`src/rtl/imem_pkg.sv`:
```
// Shared definitions for the instruction RAM controller and the fetch stage.
package imem_pkg;

  // Controller states
  localparam logic [0:0] IMEM_BOOT = 1'b0;
  localparam logic [0:0] IMEM_RUN  = 1'b1;

  // Byte address to RAM word index: drop the byte offset and keep aw index bits.
  function automatic logic [63:0] imem_word_idx(input logic [63:0] byte_addr,
                                                input int unsigned aw);
    return (byte_addr >> 2) & ((64'd1 << aw) - 64'd1);
  endfunction

endpackage

```
`src/rtl/imem_ctrl.sv`:
```
// Instruction RAM controller: boot loader streams words into the RAM, then the
// fetch stage owns it for one-cycle-latency reads.
// Optional feature macro: IMEM_CTRL_LOADER_EN (undefined: no loader, always in RUN).
module imem_ctrl
  import imem_pkg::*;
#(
  parameter int unsigned MP_WIDTH = 32,
  parameter int unsigned MP_DEPTH = 256,
  localparam int unsigned MP_AW = $clog2(MP_DEPTH)
) (
  input  logic                iclk,
  input  logic                irst_n,
  input  logic                ifetch_req,
  input  logic [MP_WIDTH-1:0] ifetch_addr,
  output logic                ofetch_rdy,
  output logic                ofetch_vld,
  output logic [MP_WIDTH-1:0] ofetch_data,
  output logic                ofetch_err,
  input  logic                iload_vld,
  input  logic [MP_WIDTH-1:0] iload_data,
  input  logic                iload_last,
  output logic                oload_rdy,
  output logic [MP_AW:0]      oload_cnt,
  input  logic                ireload,
  output logic                obooted,
  output logic                omem_en,
  output logic                omem_we,
  output logic [MP_AW-1:0]    omem_addr,
  output logic [MP_WIDTH-1:0] omem_wdata,
  input  logic [MP_WIDTH-1:0] imem_rdata
);

  logic             fetch_acc;
  logic             load_acc;
  logic [MP_AW-1:0] load_idx;
  logic [MP_AW-1:0] fetch_idx;
  logic             fetch_vld_q;
  logic             fetch_err_q;

  assign fetch_acc = ifetch_req & ofetch_rdy;
  assign fetch_idx = MP_AW'(imem_word_idx(64'(ifetch_addr), MP_AW));

`ifdef IMEM_CTRL_LOADER_EN
  logic [0:0]   state_q, state_d;
  logic [MP_AW:0] wcnt_q, wcnt_d;
  logic         wcnt_full;

  assign load_acc  = (state_q == IMEM_BOOT) & iload_vld;
  assign load_idx  = wcnt_q[MP_AW-1:0];
  assign wcnt_full = (wcnt_q == (MP_AW+1)'(MP_DEPTH - 1));

  // Next state and write counter; reload wins over a concurrent load word
  always_comb begin
    state_d = state_q;
    wcnt_d  = wcnt_q;
    if (ireload) begin
      state_d = IMEM_BOOT;
      wcnt_d  = '0;
    end else if (load_acc) begin
      wcnt_d = wcnt_q + 1'b1;
      if (iload_last || wcnt_full) state_d = IMEM_RUN;
    end
  end

  // FSM and counter registers
  always_ff @(posedge iclk or negedge irst_n) begin
    if (!irst_n) begin
      state_q <= IMEM_BOOT;
      wcnt_q  <= '0;
    end else begin
      state_q <= state_d;
      wcnt_q  <= wcnt_d;
    end
  end

  assign obooted    = (state_q == IMEM_RUN);
  assign ofetch_rdy = (state_q == IMEM_RUN);
  assign oload_rdy  = (state_q == IMEM_BOOT);
  assign oload_cnt  = wcnt_q;
`else
  // Loader inputs have no effect in this build
  logic unused_loader;
  assign unused_loader = ^{iload_vld, iload_data, iload_last, ireload};

  assign load_acc   = 1'b0;
  assign load_idx   = '0;
  assign obooted    = 1'b1;
  assign ofetch_rdy = 1'b1;
  assign oload_rdy  = 1'b0;
  assign oload_cnt  = '0;
`endif

  // RAM port: loader write or fetch read, never both in the same state
  always_comb begin
    omem_en    = 1'b0;
    omem_we    = 1'b0;
    omem_addr  = '0;
    omem_wdata = '0;
    if (load_acc) begin
      omem_en    = 1'b1;
      omem_we    = 1'b1;
      omem_addr  = load_idx;
      omem_wdata = iload_data;
    end else if (fetch_acc) begin
      omem_en   = 1'b1;
      omem_addr = fetch_idx;
    end
  end

  // Read-valid pipeline; misaligned reads still return data but are flagged
  always_ff @(posedge iclk or negedge irst_n) begin
    if (!irst_n) begin
      fetch_vld_q <= 1'b0;
      fetch_err_q <= 1'b0;
    end else begin
      fetch_vld_q <= fetch_acc;
      fetch_err_q <= fetch_acc & (ifetch_addr[1:0] != 2'b00);
    end
  end

  assign ofetch_vld  = fetch_vld_q;
  assign ofetch_err  = fetch_err_q;
  assign ofetch_data = imem_rdata;

endmodule

```
`config.mk`:
```
export PLATFORM = sky130hd
export DESIGN_NAME = imem_ctrl
export DESIGN_NICKNAME = d
export VERILOG_FILES = /design/src/rtl/imem_pkg.sv /design/src/rtl/imem_ctrl.sv
export SDC_FILE = /design/constraint.sdc
export NUM_CORES = 1
export LEC_CHECK = 0
export ABC_CLOCK_PERIOD_IN_PS = 800
export CAP_MARGIN = 5
export CORE_MARGIN = 5
export CORE_UTILIZATION = 15
export DETAILED_ROUTE_END_ITERATION = 8
export GPL_ROUTABILITY_DRIVEN = 0
export HOLD_SLACK_MARGIN = 0.08
export PLACE_DENSITY = 0.8
export SYNTH_ARGS = -nofsm -noshare
export SYNTH_HDL_FRONTEND = slang
export SYNTH_SLANG_ARGS = --single-unit
```
`constraint.sdc`:
```
create_clock -name iclk -period 0.8 [get_ports iclk]
set_input_delay 0.24 -clock iclk [delete_from_list [all_inputs] [get_ports iclk]]
set_output_delay 0.24 -clock iclk [all_outputs]
set_load 0.05 [all_outputs]
```
==> impl_metrics.json, run 1 <==
{
  "netlist_instances": 91,
  "h-tree-depth": 1,
  "drv_cap": 0,
  "cp.arrival_ns": 0.76,
  "worst_slack_ns": -0.202,
  "endpoint": "ofetch_err",
  "cp_top_family": "flip-flops",
  "cts_sinks": 2,
  "fmax_mhz": 998,
  "post_dp_cell_area_um2": 709,
  "start_util_pct": 15.8,
  "antenna_left": 0,
  "grt_overflow": 0,
  "status": "finished, violations left",
  "period_share_pct": 125,
  "drc": 0,
  "crit_path_max_fanout": 1,
  "period_needed_ns": 1.00,
  "violations": "negative setup slack",
  "drv_slew": 0,
  "critPathRequiredTime_ns": 0.56,
  "io_buffer_count": 23,
  "setup_viol_count_final": 11,
  "crit_chain": "buf_12",
  "die-area_um2": 6140,
  "place_ws_ns": -0.704,
  "end_kind": "primary output",
  "hold_slack_ns": 0.212,
  "cts_buffers": 3,
  "cts-root-buf": "clkbuf_8",
  "drtPass1Iterations": 2,
  "rsz0062_at_grt": "yes",
  "grt_pass1_wl_um": 1680,
  "grt_pass1_vias": 359,
  "post-route-util_pct": 18.3,
  "grt_antenna_before_repair": 0,
  "synth_warnings": 0,
  "fin_nets": 189,
  "ir_drop_uv": 262,
  "power_leakage_nw": 0.419,
  "syn_area_um2": 701,
  "dr_total_vias": 382,
  "ys_seq_elements": 2,
  "hold_viol": 0,
  "dp.cells": 133,
  "powerDensity_nw_per_um2": 1660,
  "routed_wl_um": 1340,
  "grt_usage_pct": 3.95,
  "syn_avg_cell_area_um2": 7.70,
  "cts_hold_buf": 0,
  "cpPeakStageDelay_ns": 0.40,
  "areaGrowthSynthToFinish_pct": 15.9,
  "crit_cells": 1,
  "cp_num_buf_inv": 1,
  "hpwl_um": 1200,
  "grt_max_degree": 6,
  "cp-start-kind": "flip-flop",
  "clockBufferDepth": 2,
  "layout-drive-gt1-share_pct": 42.4,
  "die_h_um": 78.3,
  "ios": 190,
  "final_cell_area_um2": 812,
  "slowest_stage": "dfrtp_2",
  "holdCritPathClass": "input port to async pin",
  "vias_per_cell": 2.79,
  "die_w_um": 78.3,
  "crit_start": "ofetch_err",
  "cts_tree": "built",
  "wl_per_cell_um": 9.81,
  "insertedDiodeCount": 0,
  "clk_pin_slew_ns": 0.03,
  "post_cts_buffers": 0,
  "critPathKind": "flip-flop to primary output",
  "yosysSeqAreaShare_pct": 7.14,
  "synth_cell_types": 5,
  "num_rows": 24,
  "drt_iter0_drc": 2,
  "core-area_um2": 4440,
  "finalNonFillerCells": 137
}
[logic make-up after synthesis]
family | after synthesis | share of synthesized area [%]
AND/OR/NAND/NOR | 8 | 7.14
buffers and inverters | 78 | 83.6
AO/OA/AOI/OAI | 1 | 1.07
other | 2 | 1.07
flip-flops | 2 | 7.14
[where the power goes]
part	internal [mW]	total (mW)	leakage, nW	switching, mW
Sequential	0.109	0.114	0.0218	0.00511
Combinational	0.221	0.843	0.375	0.622
Clock	0.317	0.388	0.0216	0.0708
[Yosys cell counts (all sizes together)]
library cell / n / area share [%]
buf: 78 / 84
and2: 8 / 7.1
conb: 2 / 1.1
dfrtp: 2 / 7.1
o21a: 1 / 1.1
[flip-flops by register name (all words and copies together) (netlist names)]
signal,count
ofetch_err,1
ofetch_vld,1
[layout by cell type (no fill, tap or decap)]
cell	synthesis	routed
dfrtp_2	0	2
conb_1	2	45
and2_4	0	8
o21a_1	1	1
buf_4	78	1
clkdlybuf4s50_1	0	3
clkbuf_8	0	3
buf_12	0	12
buf_6	0	9
buf_16	0	1
[per-stage QoR]
stage               power [mW]  setup TNS [ns]
floorplan                 1.31               0
global placement         0.911           -6.52
detailed placement       0.913           -6.71
CTS                       1.33           -1.12
global route              1.39           -1.02
finish                    1.35          -0.954
[area by class of cell]
class,instances,area (um2)
multi-input cells,54,246
fillers,478,3630
clock buffers,3,41.3
repair buffers,26,407
flip-flops and latches,2,52.6
well taps,52,65.1
[worst min path at each step]
stage | from | cells past startpoint | to | slack [ns]
final | irst_n | 1 | ofetch_err | 0.21
after global routing | irst_n | 1 | ofetch_err | 0.22
after CTS | irst_n | 1 | ofetch_err | 0.22
after detailed placement | irst_n | 1 | ofetch_vld | 0.44
after global placement | irst_n | 1 | ofetch_vld | 0.43
after floorplan | irst_n | 0 | ofetch_err | -0.06
[repair_timing]
action / 4_1_cts / 5_1_grt
gates cloned: 1 / 0
pin swaps: 8 / 7
resized for setup: 49 / 7
endpoints found under the setup margin: 13 / 11
[metal layers]
layer	vias up	part of all wire, %	GRT usage (%)	wire length, um
met5	-	0	0	0
met4	0	6.6	5.24	89
met3	13	25	2.86	341
met2	83	44	7.11	598
met1	149	23	1.91	313
li1	137	-	-	-
Note: power is estimated with default switching activity, not from simulation.
==> run 2, diff against run 1 <==
--- a/config.mk
+++ b/config.mk
@@ -8,11 +8,12 @@
 export ABC_CLOCK_PERIOD_IN_PS = 800
 export CAP_MARGIN = 5
 export CORE_MARGIN = 5
-export CORE_UTILIZATION = 15
+export CORE_UTILIZATION = 16
+export CTS_BUF_LIST = sky130_fd_sc_hd__clkbuf_8
 export DETAILED_ROUTE_END_ITERATION = 8
 export GPL_ROUTABILITY_DRIVEN = 0
 export HOLD_SLACK_MARGIN = 0.08
-export PLACE_DENSITY = 0.8
+export PLACE_DENSITY = 0.84
 export SYNTH_ARGS = -nofsm -noshare
 export SYNTH_HDL_FRONTEND = slang
 export SYNTH_SLANG_ARGS = --single-unit
==> run 2 against run 1 <==
  * The run still ends with negative setup slack left
  * Utilization increased by 0.52 points
  * First-iteration DRC count increased by 50%
  * Sequential cell count unchanged
  * Via count decreased by 1.3%
  * Cell area decreased by 0.62%
  * Combinational power about the same
  * Count of clock-buffer cells in the layout unchanged
  * Final cell count unchanged
  * Routed wire length increased by 22%
  * Critical path depth unchanged
  * Critical path type unchanged
  * Largest cell class unchanged
==> impl_metrics.json, run 2 (synthesis gave the netlist of run 1 again) <==
{
  "rsz0062_at_grt": "yes",
  "hpwl_um": 1420,
  "cts_hold_buf": 0,
  "clk_pin_slew_ns": 0.03,
  "grt_pass1_vias": 403,
  "insertedDiodeCount": 0,
  "end_kind": "primary output",
  "slowest_stage": "dfrtp_2",
  "drv_cap": 0,
  "holdPathStages": 1,
  "power_mw": 1.36,
  "cts_sinks": 2,
  "cpPeakStageDelay_ns": 0.40,
  "drt_iter0_drc": 3,
  "core-area_um2": 4290,
  "grt_overflow": 0,
  "hold_slack_ns": 0.152,
  "period_share_pct": 125,
  "dr_total_vias": 377,
  "routed_wl_um": 1650,
  "period_needed_ns": 1.00,
  "antenna_left": 0,
  "die_h_um": 76.2,
  "layout-drive-gt1-share_pct": 42.4,
  "fillers": 457,
  "crit_chain": "buf_12",
  "grt_antenna_before_repair": 0,
  "fin_nets": 189,
  "cp.arrival_ns": 0.76,
  "hold_viol": 0,
  "holdCritPathClass": "input port to flip-flop",
  "ir_drop_uv": 331,
  "violations": "negative setup slack",
  "worstHoldEndpoint": "ofetch_vld",
  "critPathKind": "flip-flop to primary output",
  "vias_per_cell": 2.75,
  "drc": 0,
  "final_common_cell": "conb_1",
  "num_rows": 24,
  "status": "finished, violations left",
  "grt_usage_pct": 5.42,
  "cp_top_family": "flip-flops",
  "cts_tree": "built",
  "worst_slack_ns": -0.202,
  "critPathRequiredTime_ns": 0.56,
  "die-area_um2": 5800,
  "fmax_mhz": 998,
  "wl_per_cell_um": 12.0,
  "hold_start": "ifetch_req",
  "powerDensity_nw_per_um2": 1680,
  "cp_num_buf_inv": 1,
  "h-tree-depth": 1,
  "cp-start-kind": "flip-flop",
  "clockBufferDepth": 2,
  "layout_common_cells": "conb_1, buf_12, buf_6, and2_4",
  "grt_max_degree": 6,
  "areaGrowthSynthToFinish_pct": 15.2,
  "setup_viol_count_final": 11,
  "cts-root-buf": "clkbuf_8",
  "io_buffer_count": 23,
  "power_leakage_nw": 0.417,
  "grt_pass1_wl_um": 2300,
  "crit_path_max_fanout": 1,
  "ios": 190,
  "drtPass1Iterations": 3,
  "die_w_um": 76.2,
  "cts_buffers": 3,
  "drv_slew": 0,
  "start_util_pct": 16.3
}
-- run 2: cell counts in the layout (fill, tap and decap cells not counted) --
No cell type changed its count.
-- run 2: layout make-up --
class	instances	area, um2	area share (%)
tap	52	65.1	8.06
timing repair buffer	26	402	49.8
multi-input combinational	54	246	30.5
sequential	2	52.6	6.51
clock buffer	3	41.3	5.12
-- run 2: repair_timing --
item	4_1_cts	5_1_grt
gates resized for setup	43	7
pin swaps	8	7
buffers inserted	0	1
endpoints found under the setup margin	12	11
gates cloned	1	0
-- run 2: how the worst max path moves through the flow --
stage	slack, ns	start	endpoint	depth (start not counted)
floorplan	0.04	ifetch_addr[2]	omem_addr[0]	1
global placement	-0.67	ifetch_req	omem_addr[6]	3
detailed placement	-0.67	ifetch_req	omem_addr[7]	3
CTS	-0.21	ofetch_vld	ofetch_vld	1
global route	-0.22	ofetch_vld	ofetch_vld	1
finish	-0.20	ofetch_vld	ofetch_vld	1
-- run 2: metrics by stage --
stage	setup WS, ns	instances	TNS [ns]	utilization, %	cell area, um2
floorplan	0.0358	134	0	-	875
detailed placement	-0.674	132	-6.36	16.3	702
global placement	-0.667	132	-6.29	16.3	702
global route	-0.216	137	-1.10	18.8	807
finish	-0.202	137	-0.992	18.8	807
CTS	-0.209	136	-1.17	17.6	756
-- run 2: report_power, final --
| part | switching [mW] | internal, mW | leakage, nW | total (mW) |
|---|---|---|---|---|
| clock network | 0.0826 | 0.318 | 0.0216 | 0.401 |
| logic | 0.625 | 0.218 | 0.373 | 0.843 |
| registers | 0.00472 | 0.109 | 0.0218 | 0.114 |
-- run 2: metal layers --
metal	vias to the layer above	global-route usage, %	wire, um
li1	137	-	-
met1	141	2.05	232
met2	82	8.90	761
met3	17	6.26	521
met4	0	6.47	130
met5	-	0	0
==> run 3, diff against run 2 <==
--- a/config.mk
+++ b/config.mk
@@ -10,6 +10,7 @@
 export CORE_MARGIN = 5
 export CORE_UTILIZATION = 16
 export CTS_BUF_LIST = sky130_fd_sc_hd__clkbuf_8
+export CTS_CLUSTER_SIZE = 20
 export DETAILED_ROUTE_END_ITERATION = 8
 export GPL_ROUTABILITY_DRIVEN = 0
 export HOLD_SLACK_MARGIN = 0.08
==> results of run 3 <==
The final DEF is identical to that of run 2; final timing and power are the same.
